--- config.mk ---
export PLATFORM = sky130hd
export DESIGN_NAME = serial_frame_rx_flat
export DESIGN_NICKNAME = d
export VERILOG_FILES = /design/src/rtl/serial_frame_rx_if.sv /design/src/rtl/serial_frame_rx.sv /design/src/flat_wrapper.sv
export SDC_FILE = /design/constraint.sdc
export NUM_CORES = 1
export LEC_CHECK = 0
export BUFFER_PORTS_ARGS = -buffer_cell sky130_fd_sc_hd__buf_4
export CAP_MARGIN = 5
export CORE_MARGIN = 5
export CORE_UTILIZATION = 30
export CTS_CLUSTER_SIZE = 40
export DETAILED_ROUTE_END_ITERATION = 8
export MAX_ROUTING_LAYER = met4
export SLEW_MARGIN = 40
export SYNTH_ARGS = -nofsm -noshare
export SYNTH_HDL_FRONTEND = slang
export SYNTH_SLANG_ARGS = --single-unit
--- constraint.sdc ---
create_clock -name clk -period 3.25 [get_ports clk]
set_clock_uncertainty 0.05 [all_clocks]
set_input_delay 0.4875 -clock clk [delete_from_list [all_inputs] [get_ports clk]]
set_output_delay 0.4875 -clock clk [all_outputs]
set_load 0.01 [all_outputs]
--- src/rtl/serial_frame_rx_if.sv ---
// Bundle of the serial receive stream and the frame delivery handshake.
// The master side drives the bit stream and the consumer handshake; the slave side is the receiver.
interface serial_frame_rx_if #(
    parameter int N = 4
);
    logic         sin;
    logic         bit_en;
    logic         ready;
    logic         clr_ovr;
    logic [N-1:0] dout;
    logic         valid;
    logic         perr;
    logic         ferr;
    logic         overrun;
    logic         busy;

    modport master (
        output sin,
        output bit_en,
        output ready,
        output clr_ovr,
        input  dout,
        input  valid,
        input  perr,
        input  ferr,
        input  overrun,
        input  busy
    );

    modport slave (
        input  sin,
        input  bit_en,
        input  ready,
        input  clr_ovr,
        output dout,
        output valid,
        output perr,
        output ferr,
        output overrun,
        output busy
    );
endinterface

--- src/rtl/serial_frame_rx.sv ---
// Serial frame receiver: start bit, N LSB-first data bits, optional even parity, stop bit.
// Latency: frame visible on dout/valid at the edge that samples the stop bit.
// Backpressure: none on the stream; an undelivered frame blocks new ones, which are dropped and flag overrun.
module serial_frame_rx #(
    parameter int N         = 4,
    parameter bit PARITY_EN = 1'b1
) (
    input  logic            clk,
    input  logic            reset,
    serial_frame_rx_if.slave rx
);
    localparam int CW = $clog2(N);

    typedef enum logic [1:0] {
        IDLE   = 2'd0,
        DATA   = 2'd1,
        PARITY = 2'd2,
        STOP   = 2'd3
    } state_t;

    state_t         state_q,  state_d;
    logic [CW-1:0]  cnt_q,    cnt_d;
    logic [N-1:0]   shreg_q,  shreg_d;
    logic           mism_q,   mism_d;
    logic [N-1:0]   dout_q,   dout_d;
    logic           valid_q,  valid_d;
    logic           perr_q,   perr_d;
    logic           ferr_q,   ferr_d;
    logic           ovr_q,    ovr_d;

    logic           accept;
    logic           last_bit;

    assign accept   = valid_q & rx.ready;
    assign last_bit = (cnt_q == CW'(N - 1));

    always_comb begin
        state_d = state_q;
        cnt_d   = cnt_q;
        shreg_d = shreg_q;
        mism_d  = mism_q;
        dout_d  = dout_q;
        valid_d = valid_q;
        perr_d  = perr_q;
        ferr_d  = 1'b0;
        ovr_d   = rx.clr_ovr ? 1'b0 : ovr_q;

        if (accept) begin
            valid_d = 1'b0;
        end

        if (rx.bit_en) begin
            case (state_q)
                IDLE: begin
                    if (!rx.sin) begin
                        state_d = DATA;
                        cnt_d   = '0;
                        shreg_d = '0;
                        mism_d  = 1'b0;
                    end
                end
                DATA: begin
                    shreg_d[cnt_q] = rx.sin;
                    cnt_d          = cnt_q + CW'(1);
                    if (last_bit) begin
                        state_d = PARITY_EN ? PARITY : STOP;
                    end
                end
                PARITY: begin
                    mism_d  = rx.sin ^ (^shreg_q);
                    state_d = STOP;
                end
                STOP: begin
                    state_d = IDLE;
                    if (rx.sin) begin
                        // A slot is free if empty or being consumed at this very edge.
                        if (!valid_q || accept) begin
                            dout_d  = shreg_q;
                            perr_d  = PARITY_EN ? mism_q : 1'b0;
                            valid_d = 1'b1;
                        end else begin
                            ovr_d = 1'b1;
                        end
                    end else begin
                        ferr_d = 1'b1;
                    end
                end
                default: state_d = IDLE;
            endcase
        end
    end

    always_ff @(posedge clk or posedge reset) begin
        if (reset) begin
            state_q <= IDLE;
            cnt_q   <= '0;
            shreg_q <= '0;
            mism_q  <= 1'b0;
            dout_q  <= '0;
            valid_q <= 1'b0;
            perr_q  <= 1'b0;
            ferr_q  <= 1'b0;
            ovr_q   <= 1'b0;
        end else begin
            state_q <= state_d;
            cnt_q   <= cnt_d;
            shreg_q <= shreg_d;
            mism_q  <= mism_d;
            dout_q  <= dout_d;
            valid_q <= valid_d;
            perr_q  <= perr_d;
            ferr_q  <= ferr_d;
            ovr_q   <= ovr_d;
        end
    end

    assign rx.dout    = dout_q;
    assign rx.valid   = valid_q;
    assign rx.perr    = perr_q;
    assign rx.ferr    = ferr_q;
    assign rx.overrun = ovr_q;
    assign rx.busy    = (state_q != IDLE);
endmodule

--- src/flat_wrapper.sv ---
// flat-port wrapper written by rule: the top's interface ports become plain ports
module serial_frame_rx_flat 
#(
    parameter int N         = 4,
    parameter bit PARITY_EN = 1'b1
)
  (clk, reset, rx_sin, rx_bit_en, rx_ready, rx_clr_ovr, rx_dout, rx_valid, rx_perr, rx_ferr, rx_overrun, rx_busy);
  serial_frame_rx_if #(.N(N)) rx_i ();
  input  logic clk;
  input  logic reset;
  input wire logic [$bits(rx_i.sin)-1:0] rx_sin;
  input wire logic [$bits(rx_i.bit_en)-1:0] rx_bit_en;
  input wire logic [$bits(rx_i.ready)-1:0] rx_ready;
  input wire logic [$bits(rx_i.clr_ovr)-1:0] rx_clr_ovr;
  output wire logic [$bits(rx_i.dout)-1:0] rx_dout;
  output wire logic [$bits(rx_i.valid)-1:0] rx_valid;
  output wire logic [$bits(rx_i.perr)-1:0] rx_perr;
  output wire logic [$bits(rx_i.ferr)-1:0] rx_ferr;
  output wire logic [$bits(rx_i.overrun)-1:0] rx_overrun;
  output wire logic [$bits(rx_i.busy)-1:0] rx_busy;
  assign rx_i.sin = rx_sin;
  assign rx_i.bit_en = rx_bit_en;
  assign rx_i.ready = rx_ready;
  assign rx_i.clr_ovr = rx_clr_ovr;
  assign rx_dout = rx_i.dout;
  assign rx_valid = rx_i.valid;
  assign rx_perr = rx_i.perr;
  assign rx_ferr = rx_i.ferr;
  assign rx_overrun = rx_i.overrun;
  assign rx_busy = rx_i.busy;
  serial_frame_rx #(.N(N), .PARITY_EN(PARITY_EN)) u_core (.clk(clk), .reset(reset), .rx(rx_i));
endmodule
[Word-level counts from Yosys, hierarchy flattened]
Cells that the tools add are included.
Word-level totals
  register bits: 17
  bits in latches: 0
  bits in writable memories: 0
  memory bits (read-only): 0
  bits of input ports: 6
  memories: 0
Cells by class
  add/subtract/negate cells: 1
  multipliers: 0
  div/mod/pow operators: 0
  order comparisons: 2
  equality and inequality tests: 6
  shifts and indexed selects: 0
  mux-type cells: 25
  bitwise logic cells: 2
  reduce and logical (&&, ||, !) cells: 12
Operators by type and width (number)
  two-way mux 1 bit: 15
  AND reduction 3 bit: 3
  case mux 2 bit (4 select lines): 1
  case mux 4 bit (2 select lines): 1
  equality test 2 bit (second input constant): 3
  two-way mux 2 bit: 3
  nonzero test 2 bit: 3
  bitwise mux 4 bit: 1
  two-way mux 4 bit: 1
  case mux 2 bit (2 select lines): 1
  AND reduction 4 bit: 1
  XOR reduction 4 bit: 1
  < comparator 2 x 3 -> 1 bit (second input constant): 1
  adder 2 x 1 -> 2 bit (second input constant): 1
  demux 1 bit (select 2 bit): 1
  equality test 2 x 1 -> 1 bit (second input constant): 1
  >= comparator 2 x 1 -> 1 bit (second input constant): 1
  logical NOT 2 bit: 1
  inequality test 2 x 1 -> 1 bit (second input constant): 1
  inequality test 2 bit (second input constant): 1
  case mux 1 bit (2 select lines): 1
  AND 1 bit: 1
  logical AND 1 bit: 1
  logical NOT 1 bit: 1
  other kinds (2): 2

[Logic depth before layout (Yosys ltp)]
  depth after elaboration: 6
  mapped depth: 6
  depth with buffers taken out: 5

[Worst setup path after synthesis]
No wires, ideal clock.
  kind: reg-to-reg
  start point: reg u_core.state_q[1]
  end point: reg u_core.state_q[1]
  setup time: 0.125 ns
  arrival time: 1.376 ns
  data required time: 3.075 ns
  path slack: 1.699 ns
  cell stages (with the launch flop): 6
  cells stage by stage: dfrtp_1 > inv_1 > ha_1 > buf_2 > a221oi_2 > mux2_2
On the way
  word-level cells in the longest chain between the ends: 3
  elaborated cells on any way between the ends: 8
  those cells by class: eq/ne: 5; mux: 1; reduce/logical: 2
Ends and longest elaborated chain
  start, declared: RTL line serial_frame_rx.sv:21  | state_t state_q, state_d;
  start signal, assigned: RTL line serial_frame_rx.sv:105  | state_q <= state_d;
  equality test 2 x 1 -> 1 bit / logical NOT 2 bit (equally long branches): RTL line serial_frame_rx.sv:53  | case (state_q)
  inequality test 2 x 1 -> 1 bit (no line) / inequality test 2 bit (equally long branches)
  AND reduction 3 bit (no line)
Parallel ways exist; a longest one is shown, timed or not.
A chain may end at the register's enable or synchronous reset.

[Worst setup path after layout]
  start point: reg u_core.state_q[0]
  end point: out rx_busy
On the way
  word-level cells in the longest chain between the ends: 1
Ends and longest elaborated chain
  nonzero test 2 bit: RTL line serial_frame_rx.sv:122  | assign rx.busy = (state_q != IDLE);
  end, declared: RTL line flat_wrapper.sv:20  | output wire logic [$bits(rx_i.busy)-1:0] rx_busy;
Every way passes these cells.

==> impl_metrics.csv <==
group,metric,value,unit
yosys,postSynthAreaPerCell,11.2,sq um
global_route,largest_net_degree_at_the_start_of_global_routing,18,
sta,finalSetupViolations,0,
die,horizontal_die_dimension,65.3,um
cells_and_area,num-fill-cells,317,
clock_tree,clock_insertion_delay_worst_skew,290,ps
pwr,ir_worst_vdd,207,uV
sta,final.min_clock_period,1780,ps
cells_and_area,layout_common_cells,"sky130_fd_sc_hd__dfrtp_1, sky130_fd_sc_hd__buf_4, sky130_fd_sc_hd__o21ai_0, sky130_fd_sc_hd__inv_1, sky130_fd_sc_hd__ha_1",
global_route,grt_util_all_layers,0.0889,
worst_setup_path,setup.worst_path.end_class,"primary output",
place,placed_cells_incl_taps,127,
clock_tree,clock_sinks,17,
min_path,worstHoldPathType,"in2async",
yosys,yosys_register_bits,17,
cells_and_area,register_area,425,sq um
worst_setup_path,cpMostUsedCell,"sky130_fd_sc_hd__inv_1",
yosys,post_synth_instance_area,918,sq um
clock_tree,clock_tree.buffer_depth,2,
detailed_routing,drcViolationCount,0,
cells_and_area,area.growth.synth_to_final,17.7,%
clock_tree,ctsRootBufferMaster,"sky130_fd_sc_hd__clkbuf_4",
die,std_cell_rows,20,
cells_and_area,antenna_cells,0,
sta,worst_slew_pin_slew,649,ps
worst_setup_path,critPathBufInv,3,
detailed_routing,detail-route-antenna-nets,0,
worst_setup_path,cpMaxStageDelayCell,"sky130_fd_sc_hd__dfrtp_1",
yosys,synthesized_netlist_cell_count,82,
sta,worst_slew_margin_rel,0.567,
sta,grt_setup_unrepaired,"false",
worst_setup_path,worstPathMaxFanout,4,
detailed_routing,drc_marker_count_from_the_first_detailed_route_iteration,17,
sta,final_critical_path_setup_slack,1470,ps
detailed_routing,via_per_inst,4.74,
cells_and_area,layout.cells.non_filler,131,
cells_and_area,design.final.nets,114,
clock_tree,cts_tree,"done",
job,cap_violations,0,
die,ios,15,
clock_tree,hold_buffers,0,
cells_and_area,combined_area_of_the_multi_input_logic_cells,445,sq um
pwr,design_power_total,905,uW
global_route,first_global_vias,646,
yosys,synth.distinct_cells,24,
cells_and_area,layout.cells.most_common,"sky130_fd_sc_hd__dfrtp_1",
yosys,synth_top_area_share,0.463,
clock_tree,post_cts_resize_count,0,
yosys,yosys_warnings,0,
worst_setup_path,critical_path.cell_chain,"inv_1 > ha_1 > inv_1 > buf_4",
sta,totalNegativeSetupSlack,0,ps
die,placeableCoreArea,3000,sq um
sta,min_period_over_period,0.548,
sta,hold_viol,0,
place,pre_cts_slack,1610,ps
worst_setup_path,cp_data_arrival_time,1240,ps
sta,maxSlewViolCount,0,
pwr,cellPowerDensity,837,nW/um^2
clock_tree,post_cts.repair.setup_buffers,0,
status,status,"complete, no violations",
worst_setup_path,criticalPathCategory,"reg2out",
cells_and_area,drive_gt1_frac,0.255,
yosys,post_synth_main_area_contributors,"sky130_fd_sc_hd__dfrtp_1, sky130_fd_sc_hd__ha_1, sky130_fd_sc_hd__mux2_2, sky130_fd_sc_hd__o21ai_0, sky130_fd_sc_hd__inv_1",
clock_tree,cts-buffers-inserted,3,
die,initial_core_util,0.306,
worst_setup_path,timing.critical_path.from_type,"register",
global_route,grt_residual_overflow,0,
worst_setup_path,worstPathRequired,2710,ps
clock_tree,h-tree-depth,1,
detailed_routing,num_vias,621,
global_route,grt_pass1_wl,2880,um
die,floorplan.die.height,65.3,um
place,gpl.final_weighted_congestion,0.906,
die,design.die.area,4270,sq um
place,buffer_ports.inserted,14,
clock_tree,clkSlewWorstSetupHoldPaths,100,ps
detailed_routing,route.final.wire_length,1640,um
yosys,mappedNetlistNets,97,
detailed_routing,first_pass_iters,4,
detailed_routing,routed_wire_length_per_instance,12.5,um
sta,fmaxAchievable,0.562,GHz
place,dp_hpwl,1330,um
yosys,post-synth-top-area-cell,"sky130_fd_sc_hd__dfrtp_1",
worst_setup_path,delay_contributed_by_the_slowest_stage_of_the_critical_path,410,ps
global_route,initial_antenna_violation_count,0,
cells_and_area,final_core_util,0.360,
pwr,total_leakage_power,0.518,nW
worst_setup_path,critical-path-top-delay-family,"flip-flops",
yosys,portion_of_the_post_synthesis_area_used_by_sequential_elements,0.463,
flip-flops by register name, summed over array words and instances, names as in the netlist:
name               count
u_core.rx.overrun      1
u_core.cnt_q           2
u_core.rx.dout         4
u_core.rx.ferr         1
u_core.rx.valid        1
u_core.state_q         2
u_core.rx.perr         1
u_core.mism_q          1
u_core.shreg_q         4
worst register-to-register path: stages (launching register included):
cell and delay (ps):
sky130_fd_sc_hd__dfrtp_1 400, sky130_fd_sc_hd__inv_1 90, sky130_fd_sc_hd__ha_1 290, sky130_fd_sc_hd__a221oi_2 330, sky130_fd_sc_hd__mux2_2 370
routing by layer:
| layer | vias up | GRT usage | part of all wire |
|---|---|---|---|
| met5 | - | - | 0 |
| met4 | 0 | 0.0311 | 0.017 |
| met3 | 4 | 0.0291 | 0.060 |
| met2 | 16 | 0.145 | 0.46 |
| met1 | 284 | 0.102 | 0.46 |
| li1 | 317 | - | - |
power breakdown:
part / leakage, nW / internal, mW / total (mW) / switching (mW)
Clock: 0.0150 / 0.0477 / 0.114 / 0.0659
Sequential: 0.201 / 0.293 / 0.353 / 0.0599
Combinational: 0.302 / 0.227 / 0.438 / 0.211
Total: 0.518 / 0.568 / 0.905 / 0.337
cells in the mapped netlist:
master	number
sky130_fd_sc_hd__mux2i_1	1
sky130_fd_sc_hd__a211o_1	1
sky130_fd_sc_hd__buf_2	2
sky130_fd_sc_hd__nor2b_4	1
sky130_fd_sc_hd__a31oi_1	4
sky130_fd_sc_hd__nand2_1	1
sky130_fd_sc_hd__o22ai_1	1
sky130_fd_sc_hd__nand3_1	3
sky130_fd_sc_hd__xor2_1	1
sky130_fd_sc_hd__xnor2_1	1
sky130_fd_sc_hd__and3_1	1
sky130_fd_sc_hd__o21ai_0	10
sky130_fd_sc_hd__a32o_1	1
sky130_fd_sc_hd__ha_1	9
sky130_fd_sc_hd__nor2_1	2
sky130_fd_sc_hd__dfrtp_1	17
sky130_fd_sc_hd__a221oi_2	1
sky130_fd_sc_hd__inv_1	10
sky130_fd_sc_hd__nor2b_1	5
sky130_fd_sc_hd__mux2_2	6
sky130_fd_sc_hd__xnor3_1	1
sky130_fd_sc_hd__a21boi_1	1
sky130_fd_sc_hd__o2bb2ai_1	1
sky130_fd_sc_hd__nand2b_1	1
cells by family (layout without fill, tap and decap cells):
logic type | after synthesis | count (layout) | share of synthesized area
adder cells (fa/ha/maj) | 9 | 9 | 0.123
buffers and inverters | 12 | 28 | 0.0518
XOR/XNOR | 3 | 3 | 0.0436
AND/OR/NAND/NOR | 14 | 14 | 0.0913
AO/OA/AOI/OAI | 20 | 20 | 0.143
flip-flops | 17 | 17 | 0.463
multiplexers | 7 | 7 | 0.0845
worst paths after layout:
kind                                               start                            end  slack (ps)  depth (start not counted)
setup reg to reg           u_core.state_q[1]$_DFFE_PP0P_  u_core.state_q[1]$_DFFE_PP0P_        1610                          4
min in group clk                              rx_clr_ovr    u_core.rx.overrun$_DFF_PP0_         320                          2
max in group asynchronous                          reset    u_core.cnt_q[0]$_DFFE_PP0P_        2510                          2
hold reg to reg                u_core.mism_q$_DFFE_PP0P_      u_core.mism_q$_DFFE_PP0P_         450                          1
hold / removal                                     reset  u_core.rx.dout[2]$_DFFE_PP0P_         230                          2
setup / recovery           u_core.state_q[0]$_DFFE_PP0P_                        rx_busy        1470                          4
layout make-up:
cell class / instances / share of cell area
clock buffer: 4 / 0.0243
inverter: 10 / 0.0347
multi-input combinational: 53 / 0.412
sequential: 17 / 0.394
tap: 33 / 0.0382
timing repair buffer: 14 / 0.0972
metrics by stage:
| step | hold WS, ps | area, sq um |
|---|---|---|
| 3_3_place_gp | 435 | 1050 |
| 2_1_floorplan | 364 | 918 |
| 5_1_grt | 288 | 1080 |
| 4_1_cts | 259 | 1080 |
| 3_5_place_dp | 433 | 1050 |
| 6_report | 226 | 1080 |
(Power assumes the default switching activity.)
